### src/rtl/rx_bit_timer.sv
// rx_bit_timer: serial receive front end. Detects a start bit on a synchronized,
// idle-high line, samples each bit at its centre, shifts DATA_BITS bits in
// LSB-first, checks the stop bit and presents the word over valid/ready.
//
// Ports:
//   clk            system clock, rising edge
//   rst            asynchronous active-high reset
//   serial_in      synchronized serial line (idles high)
//   rx_ready       downstream accepts rx_data at this edge
//   rx_valid       rx_data holds an unconsumed word
//   rx_data        last received word, bit 0 = first bit on the line
//   framing_error  stop bit of the word in rx_data was 0
//   overrun_error  a completed word was dropped while rx_valid was pending
//   busy           receiver is not idle (registered)
//   sample_strobe  one-cycle pulse following each data-bit sample
module rx_bit_timer #(
  parameter int unsigned DATA_BITS    = 8,
  parameter int unsigned CLKS_PER_BIT = 10
) (
  input  logic                 clk,
  input  logic                 rst,
  input  logic                 serial_in,
  input  logic                 rx_ready,
  output logic                 rx_valid,
  output logic [DATA_BITS-1:0] rx_data,
  output logic                 framing_error,
  output logic                 overrun_error,
  output logic                 busy,
  output logic                 sample_strobe
);

  localparam int unsigned CNT_W = $clog2(CLKS_PER_BIT);
  localparam int unsigned IDX_W = $clog2(DATA_BITS + 1);
  localparam int unsigned HALF  = CLKS_PER_BIT / 2;

  typedef enum logic [1:0] {IDLE, START, DATA, STOP} state_t;

  state_t               state_q, state_d;
  logic [CNT_W-1:0]     cnt_q, cnt_d;
  logic [IDX_W-1:0]     idx_q, idx_d;
  logic [DATA_BITS-1:0] shift_q, shift_d;
  logic                 prev_q;
  logic                 armed_q;
  logic                 strobe_d;
  logic                 stop_sample;
  logic                 load;
  logic                 xfer;
  logic                 valid_d;
  logic [DATA_BITS-1:0] data_d;
  logic                 fe_d;
  logic                 ov_d;

  // Next-state, counters, shift register and handshake outputs
  always_comb begin
    state_d     = state_q;
    cnt_d       = cnt_q;
    idx_d       = idx_q;
    shift_d     = shift_q;
    strobe_d    = 1'b0;
    stop_sample = 1'b0;

    case (state_q)
      IDLE: begin
        // armed_q blocks a false start when the line is low coming out of reset
        if (armed_q && prev_q && !serial_in) begin
          state_d = START;
          cnt_d   = '0;
        end
      end
      START: begin
        if (cnt_q == CNT_W'(HALF - 1)) begin
          cnt_d = '0;
          if (!serial_in) begin
            state_d = DATA;
            idx_d   = '0;
          end else begin
            state_d = IDLE;
          end
        end else begin
          cnt_d = cnt_q + CNT_W'(1);
        end
      end
      DATA: begin
        if (cnt_q == CNT_W'(CLKS_PER_BIT - 1)) begin
          cnt_d                = '0;
          shift_d              = shift_q >> 1;
          shift_d[DATA_BITS-1] = serial_in;
          strobe_d             = 1'b1;
          idx_d                = idx_q + IDX_W'(1);
          if (idx_q == IDX_W'(DATA_BITS - 1)) begin
            state_d = STOP;
          end
        end else begin
          cnt_d = cnt_q + CNT_W'(1);
        end
      end
      STOP: begin
        if (cnt_q == CNT_W'(CLKS_PER_BIT - 1)) begin
          cnt_d       = '0;
          stop_sample = 1'b1;
          state_d     = IDLE;
        end else begin
          cnt_d = cnt_q + CNT_W'(1);
        end
      end
      default: state_d = IDLE;
    endcase

    xfer    = rx_valid && rx_ready;
    load    = stop_sample && (!rx_valid || rx_ready);
    valid_d = rx_valid;
    data_d  = rx_data;
    fe_d    = framing_error;
    ov_d    = overrun_error;

    if (load) begin
      valid_d = 1'b1;
      data_d  = shift_q;
      fe_d    = !serial_in;
    end else if (xfer) begin
      valid_d = 1'b0;
    end

    if (xfer) begin
      ov_d = 1'b0;
    end else if (stop_sample && rx_valid) begin
      ov_d = 1'b1;
    end
  end

  // State and output registers
  always_ff @(posedge clk or posedge rst) begin
    if (rst) begin
      state_q       <= IDLE;
      cnt_q         <= '0;
      idx_q         <= '0;
      shift_q       <= '0;
      prev_q        <= 1'b1;
      armed_q       <= 1'b0;
      rx_valid      <= 1'b0;
      rx_data       <= '0;
      framing_error <= 1'b0;
      overrun_error <= 1'b0;
      busy          <= 1'b0;
      sample_strobe <= 1'b0;
    end else begin
      state_q       <= state_d;
      cnt_q         <= cnt_d;
      idx_q         <= idx_d;
      shift_q       <= shift_d;
      prev_q        <= serial_in;
      armed_q       <= armed_q | serial_in;
      rx_valid      <= valid_d;
      rx_data       <= data_d;
      framing_error <= fe_d;
      overrun_error <= ov_d;
      busy          <= (state_q != IDLE);
      sample_strobe <= strobe_d;
    end
  end

endmodule

### config.mk
export PLATFORM = sky130hd
export DESIGN_NAME = rx_bit_timer
export DESIGN_NICKNAME = d
export VERILOG_FILES = /design/src/rtl/rx_bit_timer.sv
export SDC_FILE = /design/constraint.sdc
export NUM_CORES = 1
export LEC_CHECK = 0
export ABC_AREA = 1
export CAP_MARGIN = 10
export CORE_UTILIZATION = 54
export CTS_BUF_LIST = sky130_fd_sc_hd__clkbuf_16
export DETAILED_ROUTE_END_ITERATION = 10
export PLACE_DENSITY_LB_ADDON = 0.12
export RECOVER_POWER = 50
export SKIP_LAST_GASP = 1
export SYNTH_ARGS = -nofsm -noshare
export SYNTH_HDL_FRONTEND = slang
export SYNTH_SLANG_ARGS = --single-unit
### constraint.sdc
create_clock -name clk -period 1.9 [get_ports clk]
set_clock_uncertainty 0.15 [all_clocks]
set_input_delay 0.38 -clock clk [delete_from_list [all_inputs] [get_ports clk]]
set_output_delay 0.38 -clock clk [all_outputs]
set_load 0.01 [all_outputs]
======== After elaboration in Yosys (flattened, before gate mapping) ========
Index checks and enable logic that the tools add are counted.
operators by class
  $add $sub $neg .......................... 2
  equality and inequality tests ........... 12
  muxes and demuxes ....................... 22
  bitwise logic cells ..................... 1
  reductions and logical operators ........ 17
operators by type and width
  kind                   count
  $mux W4                6
  $mux W2                6
  $ne A2 B2 Y1 const B   6
  $pmux W4 S3            1
  $add A4 B1 Y4 const B  2
  $eq A4 B3 Y1 const B   2
  $pmux W2 S4            1
  $pmux W4 S2            1
  $reduce_bool A2 Y1     4
  $mux W1                7
  $logic_and A1 B1 Y1    5
  $reduce_and A5 Y1      1
  $eq A2 B2 Y1 const B   2
  $eq A4 B4 Y1 const B   1
  $reduce_and A4 Y1      1
  $eq A2 B1 Y1 const B   1
  $logic_not A1 Y1       2
  $logic_not A2 Y1       1
  $reduce_and A2 Y1      1
  $reduce_or A2 Y1       1
  $logic_or A1 B1 Y1     1
  $or A1 B1 Y1           1
word-level totals
  bits in registers ....................... 33
  output and inout port bits .............. 13
  logic and storage cells ................. 66

======== Depth between registers and ports, before layout ========
Gate-level depths: netlist of the first run.
  depth after elaboration ................. 6
  mapped depth ............................ 9

======== Worst setup path after synthesis of the first run ========
OpenSTA, ideal clock, no wires.
  kind .................................... register to register
  start ................................... register cnt_q[1]
  end ..................................... register rx_data[0]
  data arrival time ....................... 1240 ps
  required time ........................... 1633 ps
  path slack .............................. 393 ps
  stages on the path, launching flop included .. 9
  path buffers ............................ 1
  clock period less this slack ............ 1507 ps
  cells stage by stage .................... dfrtp_1 inv_1 ha_1 nand3_4 nor2_4 nand2_4 buf_6 nand2_1 nand2_1
on the way
  cells in the longest elaborated chain, start to end .. 4
RTL lines
  item                    RTL line  RTL
  start, declared         39        logic [CNT_W-1:0] cnt_q, cnt_d;
  start signal, assigned  148       cnt_q <= cnt_d;
  $eq A4 B4 Y1            98        if (cnt_q == CNT_W'(CLKS_PER_BIT - 1)) begin
  $mux W1                 98
  $mux W1                 62        case (state_q)
  $logic_and A1 B1 Y1     110       load = stop_sample && (!rx_valid || rx_ready);
  end signal, assigned    154       rx_data <= data_d;
  end, declared           25        output logic [DATA_BITS-1:0] rx_data,
Every way passes these cells.
A chain may end at the register's enable or synchronous reset.

======== Worst setup path in the final report of the first run ========
  start ................................... register rx_valid
  end ..................................... output port rx_valid
RTL lines
  item                    RTL line  RTL
  start, declared         24        output logic rx_valid,
  start signal, assigned  153       rx_valid <= valid_d;
No word-level cell between the ends.

==> results of run 1 <==
## logic make-up (layout without fill, tap and decap cells)
group,Yosys count,after routing
buf+inv,25,49
simple gates,66,66
flops,33,33
fa+ha+maj,4,4
xor+xnor,3,3
compound gates,28,28
## synth_stat cells, drive strengths merged
cell	n	area, um2
nand2	43	171
nand3b	1	7.51
o211ai	1	7.51
a22oi	1	7.51
nor2	10	68.8
or2	1	6.26
nand3	11	67.6
dfstp	1	26.3
xnor2	1	8.76
ha	4	50.1
buf	2	26.3
dfrtp	32	801
a21oi	2	10.0
o21ai	24	165
xor2	2	17.5
inv	23	88.8
## how the worst max path moves through the flow
stage / depth (start not counted) / start / slack [ps] / to
floorplan: 8 / cnt_q[1]$_DFFE_PP0P_ / 390 / rx_data[0]$_DFFE_PP0P_
global placement: 9 / serial_in / 210 / flip-flop
detailed placement: 9 / serial_in / 150 / flip-flop
CTS: 1 / rx_valid$_DFFE_PP0P_ / 170 / rx_valid
global route: 8 / cnt_q[1]$_DFFE_PP0P_ / 130 / idx_q[3]$_DFFE_PP0P_
finish: 1 / rx_valid$_DFFE_PP0P_ / 170 / rx_valid
## registers in the layout, indices dropped and copies added, names as in the netlist, named ones only
register and cells:
rx_valid 1, cnt_q 4, prev_q 1, rx_data 8, framing_error 1, overrun_error 1, idx_q 4, sample_strobe 1
state_q 1, armed_q 1, shift_q 8, busy 1
## power by group
part	total (W)	internal (W)	switching [W]
registers	0.000913	0.000814	0.0000987
logic	0.000644	0.000233	0.000411
clock network	0.000759	0.000479	0.000280
total	0.00232	0.00153	0.000790
## metrics by stage
step,cell area (um2),power (W),instances
finish,1850,0.00232,213
global route,1850,0.00246,213
CTS,1860,0.00233,213
detailed placement,1720,0.00155,205
global placement,1720,0.00153,205
floorplan,1530,0.00137,159
## area by class of cell
type	count	share of cell area
multi-input combinational	101	0.317
tap	30	0.0203
sequential	33	0.446
inverter	23	0.0479
clock inverter	3	0.00945
timing repair buffer	18	0.0912
clock buffer	5	0.0675
## metal layers
layer | up-vias | wire (um)
met5 | - | 0
met4 | 0 | 40
met3 | 5 | 97
met2 | 22 | 1340
met1 | 531 | 1190
li1 | 549 | -
==> results.sh, run 1 <==
export IMPL_grt_max_degree=34
export IMPL_syn_nets=167
export IMPL_gp_congestion=0.815
export IMPL_p_leak_nw=0.880
export IMPL_final_common_cell="nand2_1"
export IMPL_mostFrequentLayoutCells="nand2_1, dfrtp_1, inv_1, clkdlybuf4s50_1, o21ai_2"
export IMPL_cts_buffers=5
export IMPL_drive_gt1_frac=0.169
export IMPL_core_um2=2570
export IMPL_gr_usage_met1=0.239
export IMPL_slew_headroom=0.480
export IMPL_start_util=0.596
export IMPL_ff2ff_setup_slack_ps=230
export IMPL_synth_xor_area_frac=0.0172
export IMPL_busiest_layer="met2"
export IMPL_drv_cap=0
export IMPL_grt_total_usage=0.198
export IMPL_cp_slowest_cell="clkdlybuf4s50_1"
export IMPL_finalSetupViolCount=0
export IMPL_end_kind="output port"
export IMPL_synth_cell_types=26
export IMPL_worst_pin_slew_ps=780
export IMPL_hold_buffers=0
export IMPL_grt_pass1_vias=1076
export IMPL_dp_hpwl_mm=1.83
export IMPL_drc=0
export IMPL_pre_cts_ws_ps=154
export IMPL_cts_setup_buffers=0
export IMPL_fin_crit_sh=0.908
export IMPL_worst_skew_pair_late_latency_ps=270
export IMPL_rsz0062_at_grt="false"
export IMPL_ir_worst_vdd_mv=1.08
export IMPL_power_density_nw_per_um2=1250
export IMPL_regArea_um2=827
export IMPL_max_freq_mhz=580
export IMPL_min_path_cells=1
export IMPL_cts_sinks=33
export IMPL_synth_simple_gate_area_frac=0.210
export IMPL_min_from="armed_q$_DFF_PP0_"
export IMPL_cp_start_kind="flip-flop"
export IMPL_dieWidth_um=55.2
export IMPL_synth_top_family_by_area="simple AND/OR/NAND/NOR gates"
export IMPL_synth_seq_cells=33
export IMPL_worstReg2RegStart="cnt_q[1]$_DFFE_PP0P_"
export IMPL_num_fill_cells=189
export IMPL_hold_violations=0
export IMPL_use_met2=0.336
export IMPL_grtUsageMet3=0.0539
export IMPL_ioPinCount=17
export IMPL_path_cells="clkdlybuf4s50_1"
export IMPL_min_to="armed_q$_DFF_PP0_"
export IMPL_viasPerCell=5.20
export IMPL_die_y_um=55.2
export IMPL_post_route_util=0.722
export IMPL_clockRootBuffer="clkbuf_16"
export IMPL_crit_required_ps=1370
export IMPL_fp_row_count=18
export IMPL_grt_antenna_before_repair=0
export IMPL_grt_pass1_wl_mm=4.71
export IMPL_worstPathArrival_ps=1200
export IMPL_cts_resized_gates=0
export IMPL_ys_seq_area_frac=0.540
export IMPL_crit_family="buffers and inverters"
export IMPL_die_area_um2=3050
export IMPL_synth_mux_area_frac=0
export IMPL_area_growth_pct=21.1
export IMPL_setup_tns_final_ps=0
export IMPL_htreeDepth=2
export IMPL_port_buffers=16
export IMPL_worstRegToRegCells=9
export IMPL_syn_inst=159
export IMPL_synth_adder_area_share=0.0327
export IMPL_path_max_fanout=4
export IMPL_period_needed_ps=1730
export IMPL_critPathKind="flip-flop to output port"
export IMPL_cts_tree="done"
export IMPL_first_pass_iters=6
export IMPL_syn_area_per_cell_um2=9.62
export IMPL_wl_per_cell_um=12.5
export IMPL_path_clk_slew_ps=50
export IMPL_maxSlewViolCount=0
export IMPL_path_buf_inv=1
export IMPL_fin_nets=190
export IMPL_netlist_area_um2=1530
export IMPL_multi_input_area_um2=588
export IMPL_diodes=0
export IMPL_synth_compound_area_frac=0.124
export IMPL_ys_warnings_count=0
export IMPL_wl_mm=2.67
export IMPL_overflow=0
export IMPL_hold_ws_ps=316
export IMPL_cp_slowest_stage_delay_ps=550
export IMPL_drt_iter0_drc=31
export IMPL_clockBufferDepth=2
export IMPL_status="finished clean"
export IMPL_layout_setup_ws_ps=174
export IMPL_vias=1107
export IMPL_min_path_type="flip-flop to flip-flop"
export IMPL_ant_nets=0
No activity file was read; power rests on OpenSTA's default activity.
==> inputs of run 2 (changes only) <==
- CTS_BUF_LIST: sky130_fd_sc_hd__clkbuf_16 -> default
- SLEW_MARGIN: default -> 10
==> results.sh, run 2 (synthesized netlist as in run 1, its figures left out) <==
export IMPL_cp_start_kind="flip-flop"
export IMPL_regArea_um2=827
export IMPL_first_pass_iters=5
export IMPL_drv_cap=0
export IMPL_grt_antenna_before_repair=0
export IMPL_vias=1089
export IMPL_fin_nets=190
export IMPL_diodes=0
export IMPL_wl_met3_um=88
export IMPL_min_path_type="flip-flop to flip-flop"
export IMPL_start_util=0.596
export IMPL_reg_top3="rx_data x8, shift_q x8"
export IMPL_drive_gt1_frac=0.164
export IMPL_path_buf_inv=1
export IMPL_fin_crit_sh=0.944
export IMPL_num_fill_cells=211
export IMPL_wl_mm=2.47
export IMPL_hold_ws_ps=330
export IMPL_grt_pass1_wl_mm=4.41
export IMPL_worstPathArrival_ps=1260
export IMPL_viasPerCell=5.11
export IMPL_cts_resized_gates=0
export IMPL_multi_input_area_um2=584
export IMPL_ff2ff_setup_slack_ps=240
export IMPL_wl_met1_mm=1.13
export IMPL_layout_setup_ws_ps=106
export IMPL_drt_iter0_drc=36
export IMPL_cp_slowest_cell="clkdlybuf4s50_1"
export IMPL_crit_required_ps=1370
export IMPL_hold_buffers=0
export IMPL_rsz0062_at_grt="false"
export IMPL_p_leak_nw=0.840
export IMPL_cts_setup_buffers=0
export IMPL_maxSlewViolCount=0
export IMPL_cts_tree="done"
export IMPL_critPathKind="flip-flop to output port"
export IMPL_hold_violations=0
export IMPL_gp_congestion=0.815
export IMPL_route_met2_wl_mm=1.23
export IMPL_end_kind="output port"
export IMPL_ant_nets=0
export IMPL_cts_buffers=5
export IMPL_path_cells="clkdlybuf4s50_1"
export IMPL_mostFrequentLayoutCells="nand2_1, dfrtp_1, inv_1, clkdlybuf4s50_1"
export IMPL_overflow=0
export IMPL_wl_per_cell_um=11.6
export IMPL_status="finished clean"
export IMPL_worst_pin_slew_ps=780
export IMPL_pre_cts_ws_ps=154
export IMPL_core_um2=2570
export IMPL_path_max_fanout=4
export IMPL_power_w=0.00189
export IMPL_cts_sinks=33
export IMPL_slew_headroom=0.480
export IMPL_clockBufferDepth=2
export IMPL_drc=0
export IMPL_ioPinCount=17
export IMPL_grt_max_degree=34
export IMPL_port_buffers=16
export IMPL_setup_tns_final_ps=0
export IMPL_worst_skew_pair_late_latency_ps=320
export IMPL_finalSetupViolCount=0
export IMPL_final_common_cell="nand2_1"
export IMPL_grt_total_usage=0.182
export IMPL_dp_hpwl_mm=1.83
export IMPL_period_needed_ps=1790
export IMPL_area_growth_pct=15.1
export IMPL_crit_family="buffers and inverters"
export IMPL_die_area_um2=3050
export IMPL_ir_worst_vdd_mv=0.922
export IMPL_die_y_um=55.2
export IMPL_dieWidth_um=55.2
export IMPL_clockRootBuffer="clkbuf_4"
export IMPL_post_route_util=0.686
export IMPL_fp_row_count=18
export IMPL_htreeDepth=2
export IMPL_cp_slowest_stage_delay_ps=550
export IMPL_top_layer="met4"
export IMPL_grt_pass1_vias=1046
export IMPL_max_freq_mhz=558
export IMPL_power_density_nw_per_um2=1070
export IMPL_path_clk_slew_ps=100
-- run 2: stage by stage --
step                      instance area, um2  cells
after CTS                               1770    213
after global placement                  1720    205
after floorplan                         1530    159
final                                   1760    213
after global routing                    1760    213
after detailed placement                1720    205
-- run 2: power by group --
part	internal, W	switching [W]
sequential	0.000811	0.0000959
combinational	0.000226	0.000388
clock	0.000139	0.000232
total	0.00118	0.000716
-- run 2: area by class of cell --
class,count,area share
inverters,23,0.0504
repair buffers,18,0.0959
clock buffers,5,0.0213
flip-flops and latches,33,0.469
multi-input cells,101,0.332
clock inverters,3,0.00994
well taps,30,0.0213
-- run 2: worst paths after layout --
path / start / to / cells after the start
worst min-delay path: armed_q$_DFF_PP0_ / armed_q$_DFF_PP0_ / 1
min in group asynchronous: rst / framing_error$_DFFE_PP0P_ / 3
worst max-delay path: rx_valid$_DFFE_PP0P_ / rx_valid / 1
worst min register to register: armed_q$_DFF_PP0_ / armed_q$_DFF_PP0_ / 1
worst max register to register: cnt_q[1]$_DFFE_PP0P_ / cnt_q[3]$_DFFE_PP0P_ / 7
max in group asynchronous: rst / overrun_error$_DFFE_PP0P_ / 3
-- run 2: per-layer routing --
layer | vias to the layer above | global-route usage
li1 | 550 | -
met5 | - | 0
met2 | 18 | 0.293
met4 | 0 | 0.0750
met1 | 519 | 0.234
met3 | 2 | 0.0492
==> inputs of run 3 (changes only) <==
- CORE_MARGIN: default -> 2
- GPL_TIMING_DRIVEN: default -> 0
- PLACE_DENSITY: default -> 0.77
- PLACE_DENSITY_LB_ADDON: 0.12 -> default
==> results.sh, run 3 (synthesized netlist as in run 1, its figures left out) <==
export IMPL_end_kind="output port"
export IMPL_htreeDepth=2
export IMPL_rsz0062_at_grt="false"
export IMPL_finalSetupViolCount=0
export IMPL_worstPathArrival_ps=1280
export IMPL_cp_slowest_cell="clkdlybuf4s50_1"
export IMPL_cts_tree="done"
export IMPL_power_w=0.00192
export IMPL_drv_cap=0
export IMPL_vias=1088
export IMPL_path_depth=1
export IMPL_min_path_cells=1
export IMPL_worstRegToRegCells=8
export IMPL_mostFrequentLayoutCells="nand2_1, dfrtp_1, inv_1, clkdlybuf4s50_1"
export IMPL_hold_ws_ps=341
export IMPL_fp_row_count=19
export IMPL_viasPerCell=5.08
export IMPL_grt_antenna_before_repair=0
export IMPL_p_leak_nw=0.848
export IMPL_ant_nets=0
export IMPL_cp_slowest_stage_delay_ps=550
export IMPL_ff2ff_setup_slack_ps=220
export IMPL_clockBufferDepth=2
export IMPL_drt_iter0_drc=70
export IMPL_start_util=0.560
export IMPL_final_common_cell="nand2_1"
export IMPL_cts_sinks=33
export IMPL_grt_max_degree=34
export IMPL_gp_congestion=0.853
export IMPL_grt_pass1_wl_mm=5.03
export IMPL_cts_buffers=5
export IMPL_slew_headroom=0.180
export IMPL_path_clk_slew_ps=110
export IMPL_grt_total_usage=0.202
export IMPL_wl_per_cell_um=13.0
export IMPL_hold_buffers=0
export IMPL_path_buf_inv=1
export IMPL_die_y_um=57.2
export IMPL_status="finished clean"
export IMPL_worst_pin_slew_ps=1230
export IMPL_first_pass_iters=4
export IMPL_cp_start_kind="flip-flop"
export IMPL_ir_worst_vdd_mv=0.734
export IMPL_hold_violations=0
export IMPL_clockRootBuffer="clkbuf_4"
export IMPL_cts_setup_buffers=0
export IMPL_path_cells="clkdlybuf4s50_1"
export IMPL_cts_resized_gates=0
export IMPL_path_max_fanout=4
export IMPL_reg_top3="rx_data x8, shift_q x8"
export IMPL_maxSlewViolCount=0
export IMPL_crit_family="buffers and inverters"
export IMPL_power_density_nw_per_um2=1080
export IMPL_dieWidth_um=57.2
export IMPL_diodes=0
export IMPL_fin_crit_sh=0.954
export IMPL_wl_mm=2.79
export IMPL_grt_pass1_vias=1181
export IMPL_period_needed_ps=1810
export IMPL_ioPinCount=17
export IMPL_worst_skew_pair_late_latency_ps=330
export IMPL_drc=0
export IMPL_area_growth_pct=16.4
export IMPL_port_buffers=16
export IMPL_drive_gt1_frac=0.169
export IMPL_critPathKind="flip-flop to output port"
export IMPL_max_freq_mhz=552
export IMPL_crit_required_ps=1370
export IMPL_die_area_um2=3280
export IMPL_overflow=0
export IMPL_core_um2=2730
export IMPL_min_path_type="flip-flop to flip-flop"
export IMPL_dp_hpwl_mm=2.03
export IMPL_fin_nets=190
==> run 3: cell types whose count changed in the layout (fill, tap and decap cells not counted) <==
| cell | change |
|---|---|
| buf_6 | +1 |
| buf_8 | +1 |
| clkbuf_1 | -1 |
| clkbuf_2 | -1 |
| clkdlybuf4s50_1 | +1 |
| dlygate4sd3_1 | -1 |
==> run 3: cell type report <==
cell class	instances	area (um2)
Clock buffer	5	37.5
Buffer	2	26.3
Inverter	23	88.8
Fill cell	232	953
Tap cell	31	38.8
Multi-Input combinational cell	101	584
Timing Repair Buffer	16	160
Sequential cell	33	827
Clock inverter	3	17.5
==> run 3: where the power goes <==
part | total (W) | internal [W] | switching (W) | leakage (nW)
sequential | 0.000906 | 0.000811 | 0.0000946 | 0.431
combinational | 0.000633 | 0.000231 | 0.000402 | 0.386
clock | 0.000381 | 0.000139 | 0.000242 | 0.0310
total | 0.00192 | 0.00118 | 0.000738 | 0.848
==> run 3: layer usage <==
layer / global-route usage / share of wire / vias to the layer above
li1: - / - / 551
met1: 0.238 / 0.45 / 512
met2: 0.343 / 0.50 / 20
met3: 0.0522 / 0.033 / 5
met4: 0.0997 / 0.015 / 0
met5: 0 / 0 / -
==> run 3: metrics by stage <==
stage | std cells | area, um2 | setup TNS [ps] | utilization | worst slack (ps)
floorplan | 159 | 1530 | 0 | - | 393
global placement | 206 | 1730 | -2410 | 0.632 | -76.8
detailed placement | 206 | 1730 | -5050 | 0.632 | -159
CTS | 214 | 1780 | 0 | 0.653 | 74.4
global route | 214 | 1780 | 0 | 0.651 | 27.7
finish | 214 | 1780 | 0 | 0.651 | 86.8
==> run 3: final timing paths <==
check,from,endpoint
min in group asynchronous,rst,cnt_q[1]$_DFFE_PP0P_
worst min-delay path,armed_q$_DFF_PP0_,armed_q$_DFF_PP0_
worst min register to register,armed_q$_DFF_PP0_,armed_q$_DFF_PP0_
worst max-delay path,rx_valid$_DFFE_PP0P_,rx_valid
worst max register to register,cnt_q[1]$_DFFE_PP0P_,rx_data[0]$_DFFE_PP0P_
max in group asynchronous,rst,idx_q[0]$_DFFE_PP0P_
